**src/rtl/rp_8bit_io_tmr_pkg.sv**
```systemverilog
// rp_8bit_io_tmr_pkg
// Shared definitions for the rp_8bit I/O timer/counter peripheral.
// It holds:
//   - register offsets within the 8-register I/O window
//   - the clock-select encoding
//   - bit positions of the control, mask and flag bits
//   - the TCCR layout
//   - helpers that map a clock select to the prescaler terminal count
package rp_8bit_io_tmr_pkg;

  // Register offsets, selected by io_adr[2:0]
  localparam logic [2:0] OFF_TCCR  = 3'd0;
  localparam logic [2:0] OFF_TCNT  = 3'd1;
  localparam logic [2:0] OFF_OCR   = 3'd2;
  localparam logic [2:0] OFF_TIMSK = 3'd3;
  localparam logic [2:0] OFF_TIFR  = 3'd4;

  // Clock select. Encodings 6 and 7 are not listed and behave like STOP.
  typedef enum logic [2:0] {
    STOP    = 3'd0,
    DIV1    = 3'd1,
    DIV8    = 3'd2,
    DIV64   = 3'd3,
    DIV256  = 3'd4,
    DIV1024 = 3'd5
  } cs_e;

  // Bit positions
  localparam int CTC_BIT  = 3;
  localparam int OCIE_BIT = 0;
  localparam int TOIE_BIT = 1;
  localparam int OCF_BIT  = 0;
  localparam int TOVF_BIT = 1;

  // TCCR layout. The upper nibble is reserved and always reads 0.
  typedef struct packed {
    logic [3:0] rsvd;
    logic       ctc;
    logic [2:0] cs;
  } tccr_t;

  // The prescaler wraps, and emits a tick, when its count reaches div-1.
  function automatic logic [9:0] prescale_term(input logic [2:0] cs);
    logic [9:0] term;
    case (cs)
      DIV8:    term = 10'd7;
      DIV64:   term = 10'd63;
      DIV256:  term = 10'd255;
      DIV1024: term = 10'd1023;
      default: term = 10'd0;
    endcase
    return term;
  endfunction

  // The timer only runs for the five divide settings.
  function automatic logic cs_running(input logic [2:0] cs);
    return (cs >= DIV1) && (cs <= DIV1024);
  endfunction

endpackage

```
**src/rtl/rp_8bit_io_prescaler.sv**
```systemverilog
// rp_8bit_io_prescaler
// Free-running clock prescaler for the timer. It emits a one-cycle tick
// every div clocks, with div selected by the clock select input.
// Ports:
//   clk_i   system clock
//   rst_ni  asynchronous reset, active-low
//   cs_i    clock select (current TCCR.CS)
//   clr_i   synchronous clear; forces the count to 0 and suppresses the tick
//   tick_o  advance-the-timer strobe (combinational from the registered count)
module rp_8bit_io_prescaler
  import rp_8bit_io_tmr_pkg::*;
#(
  parameter int PSW = 10
) (
  input  logic       clk_i,
  input  logic       rst_ni,
  input  logic [2:0] cs_i,
  input  logic       clr_i,
  output logic       tick_o
);

  logic [PSW-1:0] cnt_q, cnt_d;
  logic [PSW-1:0] term;

  assign term = PSW'(prescale_term(cs_i));

  // The count is held at zero while stopped or cleared.
  // Otherwise it wraps at the terminal value and fires a tick there.
  // A clear takes priority, so a CS change never produces a stray tick.
  always_comb begin
    cnt_d  = cnt_q;
    tick_o = 1'b0;
    if (clr_i || !cs_running(cs_i)) begin
      cnt_d = '0;
    end else if (cnt_q == term) begin
      cnt_d  = '0;
      tick_o = 1'b1;
    end else begin
      cnt_d = cnt_q + PSW'(1);
    end
  end

  always_ff @(posedge clk_i or negedge rst_ni) begin
    if (!rst_ni) begin
      cnt_q <= '0;
    end else begin
      cnt_q <= cnt_d;
    end
  end

endmodule

```
**src/rtl/rp_8bit_io_tmr.sv**
```systemverilog
// rp_8bit_io_tmr
// 8-bit timer/counter peripheral on the rp_8bit I/O bus. It provides:
//   - a prescaled up-counter with output-compare match, optional CTC
//     (clear on compare) and overflow detection
//   - two level interrupt requests, each cleared by irq_ack or by a
//     write-1-to-clear of TIFR
// Ports:
//   clk, rst      clock; asynchronous active-low reset
//   io_wen/io_ren write / read enables
//   io_adr        I/O address; the window is BASE[5:3], the register is io_adr[2:0]
//   io_wdt/io_msk write data and per-bit write mask
//   io_rdt        registered read data; 0 when not addressed, so it can be OR-combined
//   irq_req       [0] compare match, [1] overflow
//   irq_ack       per-bit acknowledge pulses from the core
module rp_8bit_io_tmr
  import rp_8bit_io_tmr_pkg::*;
#(
  parameter logic [5:0] BASE = 6'h30,
  parameter int         PSW  = 10
) (
  input  logic       clk,
  input  logic       rst,
  input  logic       io_wen,
  input  logic       io_ren,
  input  logic [5:0] io_adr,
  input  logic [7:0] io_wdt,
  input  logic [7:0] io_msk,
  output logic [7:0] io_rdt,
  output logic [1:0] irq_req,
  input  logic [1:0] irq_ack
);

  tccr_t      tccr_q, tccr_d;
  logic [7:0] tcnt_q, tcnt_d;
  logic [7:0] ocr_q, ocr_d;
  logic [1:0] timsk_q, timsk_d;
  logic [1:0] tifr_q, tifr_d;
  logic [7:0] rdt_q, rdt_d;

  logic       hit;
  logic [2:0] off;
  logic       wr_tccr, wr_tcnt, wr_ocr, wr_timsk, wr_tifr;
  logic       tick, psc_clr;
  logic       ocf_set, tovf_set;
  logic [1:0] flag_set, flag_clr;

  assign hit      = (io_adr[5:3] == BASE[5:3]);
  assign off      = io_adr[2:0];
  assign wr_tccr  = io_wen && hit && (off == OFF_TCCR);
  assign wr_tcnt  = io_wen && hit && (off == OFF_TCNT);
  assign wr_ocr   = io_wen && hit && (off == OFF_OCR);
  assign wr_timsk = io_wen && hit && (off == OFF_TIMSK);
  assign wr_tifr  = io_wen && hit && (off == OFF_TIFR);

  // Masked write of TCCR. The reserved nibble is never stored.
  always_comb begin
    tccr_d = tccr_q;
    if (wr_tccr) begin
      tccr_d.ctc = (io_wdt[CTC_BIT] & io_msk[CTC_BIT]) | (tccr_q.ctc & ~io_msk[CTC_BIT]);
      tccr_d.cs  = (io_wdt[2:0] & io_msk[2:0]) | (tccr_q.cs & ~io_msk[2:0]);
    end
    tccr_d.rsvd = 4'b0;
  end

  // Restart the prescaler whenever the clock select actually changes.
  // This keeps the first period after a rate change a full period.
  assign psc_clr = wr_tccr && (tccr_d.cs != tccr_q.cs);

  rp_8bit_io_prescaler #(
    .PSW(PSW)
  ) u_prescaler (
    .clk_i (clk),
    .rst_ni(rst),
    .cs_i  (tccr_q.cs),
    .clr_i (psc_clr),
    .tick_o(tick)
  );

  // Counter update.
  //   - A CPU write to TCNT wins over the tick, and that tick raises no events.
  //   - A tick compares the pre-tick count against the current OCR. A
  //     same-cycle OCR write only takes effect afterwards.
  //   - In CTC mode a match clears the count. This also covers OCR=FF, so
  //     no overflow is reported in that case.
  always_comb begin
    tcnt_d   = tcnt_q;
    ocf_set  = 1'b0;
    tovf_set = 1'b0;
    if (wr_tcnt) begin
      tcnt_d = (io_wdt & io_msk) | (tcnt_q & ~io_msk);
    end else if (tick) begin
      ocf_set = (tcnt_q == ocr_q);
      if (ocf_set && tccr_q.ctc) begin
        tcnt_d = 8'h00;
      end else if (tcnt_q == 8'hFF) begin
        tcnt_d   = 8'h00;
        tovf_set = 1'b1;
      end else begin
        tcnt_d = tcnt_q + 8'd1;
      end
    end
  end

  // OCR and TIMSK use a plain masked write.
  always_comb begin
    ocr_d   = ocr_q;
    timsk_d = timsk_q;
    if (wr_ocr) begin
      ocr_d = (io_wdt & io_msk) | (ocr_q & ~io_msk);
    end
    if (wr_timsk) begin
      timsk_d = (io_wdt[1:0] & io_msk[1:0]) | (timsk_q & ~io_msk[1:0]);
    end
  end

  // Flags are cleared by write-1 or by irq_ack.
  // A hardware set in the same cycle wins, so no event is lost.
  always_comb begin
    flag_set           = 2'b00;
    flag_set[OCF_BIT]  = ocf_set;
    flag_set[TOVF_BIT] = tovf_set;
    flag_clr           = irq_ack;
    if (wr_tifr) begin
      flag_clr = flag_clr | (io_wdt[1:0] & io_msk[1:0]);
    end
    tifr_d = (tifr_q & ~flag_clr) | flag_set;
  end

  // Read mux. It returns pre-write values, and 0 whenever the window is
  // not being read, so the bus can be OR-combined.
  always_comb begin
    rdt_d = 8'h00;
    if (io_ren && hit) begin
      case (off)
        OFF_TCCR:  rdt_d = tccr_q;
        OFF_TCNT:  rdt_d = tcnt_q;
        OFF_OCR:   rdt_d = ocr_q;
        OFF_TIMSK: rdt_d = {6'b0, timsk_q};
        OFF_TIFR:  rdt_d = {6'b0, tifr_q};
        default:   rdt_d = 8'h00;
      endcase
    end
  end

  always_ff @(posedge clk or negedge rst) begin
    if (!rst) begin
      tccr_q  <= '0;
      tcnt_q  <= 8'h00;
      ocr_q   <= 8'h00;
      timsk_q <= 2'b00;
      tifr_q  <= 2'b00;
      rdt_q   <= 8'h00;
    end else begin
      tccr_q  <= tccr_d;
      tcnt_q  <= tcnt_d;
      ocr_q   <= ocr_d;
      timsk_q <= timsk_d;
      tifr_q  <= tifr_d;
      rdt_q   <= rdt_d;
    end
  end

  assign io_rdt  = rdt_q;
  assign irq_req = tifr_q & timsk_q;

endmodule

```
**config.mk**
```make
export PLATFORM = sky130hd
export DESIGN_NAME = rp_8bit_io_tmr
export DESIGN_NICKNAME = d
export VERILOG_FILES = /design/src/rtl/rp_8bit_io_tmr_pkg.sv /design/src/rtl/rp_8bit_io_prescaler.sv /design/src/rtl/rp_8bit_io_tmr.sv
export SDC_FILE = /design/constraint.sdc
export NUM_CORES = 1
export LEC_CHECK = 0
export CAP_MARGIN = 25
export CORE_ASPECT_RATIO = 1.5
export CORE_MARGIN = 2
export CORE_UTILIZATION = 54
export CTS_CLUSTER_DIAMETER = 150
export DETAILED_ROUTE_END_ITERATION = 6
export GPL_TIMING_DRIVEN = 0
export PLACE_DENSITY_LB_ADDON = 0.25
export SKIP_CTS_REPAIR_TIMING = 1
export SLEW_MARGIN = 0
export SYNTH_ARGS = -nofsm -noshare
export SYNTH_HDL_FRONTEND = slang
export SYNTH_SLANG_ARGS = --single-unit
```
**constraint.sdc**
```tcl
create_clock -name clk -period 2.57 [get_ports clk]
set_input_delay 0.514 -clock clk [delete_from_list [all_inputs] [get_ports clk]]
set_output_delay 0.514 -clock clk [all_outputs]
set_load 0.05 [all_outputs]
```
==> results of run 1 <==
-- synth_stat cells (3+ instances only) --
cell type  instances
or3_1              4
and3_1             3
nand4_1            5
a31oi_1            5
mux2i_1            4
a22oi_1            8
nor2b_1            6
nand2_1           30
nand3_1           21
inv_1              4
a21oi_1            5
mux2_2            16
xnor2_1           12
dfrtp_1           42
nor2_1            28
o31ai_1            3
clkbuf_1           7
nor3_1             9
o21ai_0            8
xor2_1             7
nand2b_1           3
and2_1             5
-- critical path, delay by kind of cell --
| family | cells | cell delay [ns] |
|---|---|---|
| AO/OA/AOI/OAI | 4 | 1.11 |
| AND/OR/NAND/NOR | 2 | 0.37 |
| buffers and inverters | 2 | 0.65 |
-- path summary, 6_finish.rpt --
check / depth (start not counted) / end
min reg2reg: 1 / u_prescaler.cnt_q[0]
min: 1 / tccr_q[0]
min in group clk: 1 / u_prescaler.cnt_q[0]
max reg2reg: 6 / register
max in group asynchronous: 2 / asynchronous set/reset pin
max: 8 / register
-- power by group --
part	leakage, uW	switching (uW)	internal (uW)
registers	0.000551	83.1	721
logic	0.000666	273	265
clock network	0.0000482	213	217
total	0.00127	569	1200
-- cell type report --
class                   instances  share of cell area [%]
repair buffers                 39                    12.9
flip-flops and latches         42                    34.3
multi-input cells             213                    45.7
clock buffers                   7                    2.81
plain buffers                  10                    1.75
clock inverters                 1                   0.163
well taps                      48                    1.96
inverters                       4                   0.489
-- cells by family after synthesis --
kind of cell	after synthesis
and+or+nand+nor	128
AOI/OAI and AO/OA	44
adders and majority gates	2
DFF	42
muxes	20
xor gates and xnor gates	19
buffers and inverters	15
-- through the flow --
stage                     cell area, um2  setup TNS (ns)
final                               3070               0
after global placement              2940           -8.32
after global routing                3070         -0.0260
after detailed placement            2950           -4.22
after CTS                           3040        -0.00127
after floorplan                     2500               0
-- per-layer routing --
metal,routed length (um),up-vias
met2,3390,68
met1,2220,1057
li1,-,1056
met5,0,-
met3,265,15
met4,133,0
==> impl_metrics.py, run 1 <==
metrics = {
    "status": {
        "status": "finished, final reports clean",
    },
    "synthesis": {
        "synth_top_family_by_area": "simple AND/OR/NAND/NOR gates",
        "syn-num-nets": 300,
        "synth_fa_ha_area_share_pct": 0.999,
        "synthCells": 270,
        "yosysUniqueCellTypes": 49,
        "synth_xor_area_share_pct": 6.64,
        "synth_area_leaders": "dfrtp_1, mux2_2, nand2_1",
        "synth_async_sr_flop_share_pct": 100,
        "ys_seq_area_share_pct": 42.0,
        "yosys.area_share.simple_pct": 25.9,
        "synth-seq-cells": 42,
        "ys_warn_count": 0,
        "yosysTopAreaCell": "dfrtp_1",
        "synth_edf_count": 0,
        "yosysTopAreaCellShare_pct": 42.0,
        "synth_area_per_cell_um2": 9.28,
        "syn_area_um2": 2500,
        "synth_compound_area_share_pct": 12.8,
        "synth_flop_cell": "dfrtp_1",
        "synthMuxAreaShare_pct": 8.79,
    },
    "grt": {
        "gr-usage-met3_pct": 4.46,
        "grt.overflow.total": 0,
        "antenna_found_initial": 0,
        "grt_max_degree": 39,
        "grt_use_met1_pct": 27.6,
        "busiest_layer": "met2",
        "grt_pass1_wl_mm": 9.69,
        "grtUsageMet2_pct": 44.3,
        "grt_use_total_pct": 24.6,
        "grt_pass1_vias": 2152,
    },
    "floorplanning": {
        "core_um2": 4500,
        "ioPinCount": 38,
        "start_util_pct": 55.6,
        "die_y_um": 87.4,
        "fp.dieArea_um2": 5210,
        "die_x_um": 59.6,
        "rows": 30,
    },
    "cells_and_area": {
        "syn_to_final_growth_pct": 22.5,
        "n_fill_cell": 361,
        "layout_common_cells": "dfrtp_1, clkdlybuf4s50_1, nand2_1",
        "layoutNonFillerInstCount": 364,
        "final_common_cell": "dfrtp_1",
        "antenna_cells": 0,
        "seq_area_um2": 1050,
        "layout-drive-gt1-share_pct": 13.3,
        "multi_input_area_um2": 1400,
        "fin_util_pct": 68.1,
        "fin_nets": 345,
    },
    "timing": {
        "period_needed_ns": 2.44,
        "fin_ws_ns": 0.128,
        "hold_viol": 0,
        "setup_viol": 0,
        "rsz0062_at_grt": "true",
        "finClkSkew_ns": 0.00787,
        "fin_hold_ws_ns": 0.0448,
        "fin_crit_sh_pct": 95.0,
        "maxSlewHeadroom_pct": 51.9,
        "maxSlewViolCount": 0,
        "fmax_mhz": 410,
        "worstMarginPinSlew_ns": 0.716,
    },
    "critical_path": {
        "critPathLaunch": "io_adr[3]",
        "worstSetupEndpointType": "register",
        "required_ns": 2.77,
        "worstSetupPathType": "input port to register",
        "rrSetupSlack_ns": 0.15,
        "worstPathMaxFanout": 8,
        "cp_slowest_stage_delay_ns": 0.46,
        "crit_arrival_ns": 2.64,
        "crit_chain": "clkdlybuf4s50_1 > and4b_1 > clkbuf_1 > a221oi_1 > o21a_1 > nand3_2 > a211o_1 > o311ai_1",
        "start_kind": "input port",
        "cp_slowest_cell": "clkdlybuf4s50_1",
        "timing.rr.start": "u_prescaler.cnt_q[0]",
    },
    "min_path": {
        "hp-class": "input port to asynchronous set/reset pin",
    },
    "route": {
        "routed_wl_mm": 6.01,
        "routedWlPerCell_um": 16.5,
        "drt_drc_violations_left": 0,
        "firstDrtPassIters": 4,
        "vias": 2196,
        "drtAntennaViolNets": 0,
        "drtIter0Drc": 156,
        "viasPerCell": 6.03,
    },
    "placement": {
        "gp_congestion": 0.893,
        "dp_cells": 356,
        "port_buffers": 37,
        "dp.final_hpwl_mm": 4.53,
        "preCtsSetupSlack_ns": -0.307,
    },
    "flow_run": {
        "maxCapViolations": 0,
    },
    "clock_tree": {
        "cts_max_path_buffers": 2,
        "htreeDepth": 2,
        "insertion_delay_ns": 0.29,
        "cts.sinks": 42,
        "cts_tree": "done",
        "numCtsBuffers": 5,
        "cts.clk_slew.worst_paths_ns": 0.08,
        "cts.root.buffer_cell": "clkbuf_8",
    },
    "power": {
        "leakagePower_uw": 0.00127,
        "max-vdd-ir-drop_mv": 0.410,
        "power.density_nw_per_um2": 577,
        "power_uw": 1770,
    },
}
(Power assumes the default switching activity.)
==> run 2: changes to the inputs <==
ABC_AREA = 1   (was default)
==> impl_metrics.py, run 2 <==
metrics = {
    "critical_path": {
        "crit_arrival_ns": 2.59,
        "required_ns": 2.82,
        "worstSetupPathType": "input port to register",
        "start_kind": "input port",
        "worstSetupEndpointType": "register",
        "worstPathMaxFanout": 10,
    },
    "floorplanning": {
        "fp.dieArea_um2": 5330,
        "die_x_um": 60.3,
        "die_y_um": 88.5,
        "ioPinCount": 38,
        "rows": 30,
        "core_um2": 4540,
        "start_util_pct": 56.5,
    },
    "power": {
        "max-vdd-ir-drop_mv": 0.438,
        "power.density_nw_per_um2": 596,
        "leakagePower_uw": 0.00146,
        "power_uw": 1880,
    },
    "timing": {
        "maxSlewViolCount": 0,
        "fin_crit_sh_pct": 91.4,
        "period_needed_ns": 2.35,
        "fmax_mhz": 426,
        "finClkSkew_ns": 0.00804,
        "rsz0062_at_grt": "false",
        "setup_tns_ns": 0,
        "maxSlewHeadroom_pct": 63.0,
        "setup_viol": 0,
        "hold_viol": 0,
        "worstMarginPinSlew_ns": 0.551,
    },
    "synthesis": {
        "yosysTopAreaCell": "dfrtp_1",
        "synth_area_leaders": "dfrtp_1, nand2_1, inv_1",
        "synth_area_per_cell_um2": 7.34,
        "synth_common_cells": "nand2_1, dfrtp_1, inv_1",
        "yosysMostFrequentCell": "nand2_1",
        "ys_warn_count": 0,
        "synth-seq-cells": 42,
        "synth_edf_count": 0,
        "ys_seq_area_share_pct": 40.9,
        "syn-num-nets": 380,
        "yosysUniqueCellTypes": 35,
        "syn_area_um2": 2570,
        "synth_async_sr_flop_share_pct": 100,
        "synth_flop_cell": "dfrtp_1",
        "synthCells": 350,
        "yosysTopAreaCellShare_pct": 40.9,
    },
    "cells_and_area": {
        "final_area_um2": 3150,
        "fin_nets": 425,
        "layout-drive-gt1-share_pct": 8.59,
        "final_common_cell": "nand2_1",
        "antenna_cells": 0,
        "layoutNonFillerInstCount": 460,
        "syn_to_final_growth_pct": 22.9,
        "layout_common_cells": "nand2_1, dfrtp_1, inv_1",
        "n_fill_cell": 384,
    },
    "route": {
        "routed_wl_mm": 6.43,
        "vias": 2530,
        "routedWlPerCell_um": 14.0,
        "drt_drc_violations_left": 0,
        "viasPerCell": 5.50,
        "firstDrtPassIters": 5,
        "drtIter0Drc": 173,
        "drtAntennaViolNets": 0,
    },
    "clock_tree": {
        "cts.clk_slew.worst_paths_ns": 0.09,
        "numCtsBuffers": 5,
        "cts_tree": "done",
        "cts.sinks": 42,
        "htreeDepth": 2,
        "cts_max_path_buffers": 2,
        "insertion_delay_ns": 0.30,
        "cts.root.buffer_cell": "clkbuf_8",
    },
    "placement": {
        "placed_cell_area_um2": 3040,
        "gp_congestion": 0.892,
        "dp_cells": 452,
        "port_buffers": 37,
        "dp.final_hpwl_mm": 4.96,
    },
    "grt": {
        "grt_use_total_pct": 27.1,
        "grt_max_degree": 25,
        "antenna_found_initial": 0,
        "grt.overflow.total": 0,
        "grt_pass1_wl_mm": 11.0,
        "grt_pass1_vias": 2430,
    },
    "min_path": {
        "hp-class": "input port to asynchronous set/reset pin",
    },
    "flow_run": {
        "maxCapViolations": 0,
    },
    "status": {
        "status": "finished, final reports clean",
    },
}
[run 2: changes by cell type in the layout (fill, tap and decap cells not counted), moves of 5 or more]
cell / before / now
a22oi_1: 8 / 0
inv_2: 0 / 5
or2_2: 2 / 7
nand2_1: 30 / 97
o21ai_0: 8 / 15
nor2b_1: 5 / 0
and2_1: 5 / 0
nand3_1: 20 / 28
a21oi_1: 5 / 17
inv_1: 4 / 39
xnor2_1: 12 / 4
mux2_2: 16 / 0
o21ai_1: 0 / 5
[run 2: cell type report]
cell class                      instances  area, um2  area share [%]
Buffer                                  7       42.5            1.35
Timing Repair Buffer                   38        393            12.5
Clock buffer                            5       68.8            2.18
Sequential cell                        42       1050            33.3
Clock inverter                          3       45.0            1.43
Inverter                               44        165            5.24
Multi-Input combinational cell        257       1310            41.5
Tap cell                               64       80.1            2.54
[run 2: stage by stage]
step	util [%]	worst slack (ns)	hold WS (ns)
finish	69.4	0.222	0.163
global route	69.4	0.0838	0.193
CTS	69.4	0.243	0.177
detailed placement	66.9	-0.0485	0.470
global placement	66.4	-0.139	0.458
floorplan	-	0.779	0.218
[run 2: worst max-delay path: stages]
cell and delay (ns):
clkdlybuf4s50_1 0.53, nor3_4 0.35, inv_2 0.11, nor2_4 0.23, inv_2 0.11, clkbuf_1 0.25
or2_1 0.28, nand2_1 0.07, nand2_1 0.06, nand2_1 0.07
[run 2: cells by family after synthesis]
family                     share of synthesized area, %
and+or+nand+nor                                    33.8
AOI/OAI and AO/OA                                  11.4
buffers and inverters                              8.09
DFF                                                40.9
xor gates and xnor gates                           4.43
adders and majority gates                         0.975
muxes                                             0.439
[run 2: path summary, 6_finish.rpt]
check,startpoint,to,slack (ns),depth (start not counted)
worst max-delay path,io_adr[2],register,0.22,10
max in group asynchronous,rst,io_rdt[5],1.93,2
worst min-delay path,rst,io_rdt[0],0.16,1
worst min register to register,u_prescaler.cnt_q[0],u_prescaler.cnt_q[0],0.49,1
worst max register to register,tccr_q[1],register,0.42,13
min in group clk,u_prescaler.cnt_q[0],u_prescaler.cnt_q[0],0.49,1
[run 2: power breakdown]
group          leakage, uW  internal (uW)  switching, uW
clock network    0.0000504            289            249
logic             0.000850            212            318
registers         0.000558            729           83.8
total              0.00146           1230            650
[run 2: routing by layer]
metal	global-route usage, %	vias up	part of all wire [%]
met3	4.39	13	5.6
met1	32.5	1191	39
met2	48.3	85	54
li1	-	1241	-
met4	8.69	0	1.9
met5	0	-	0
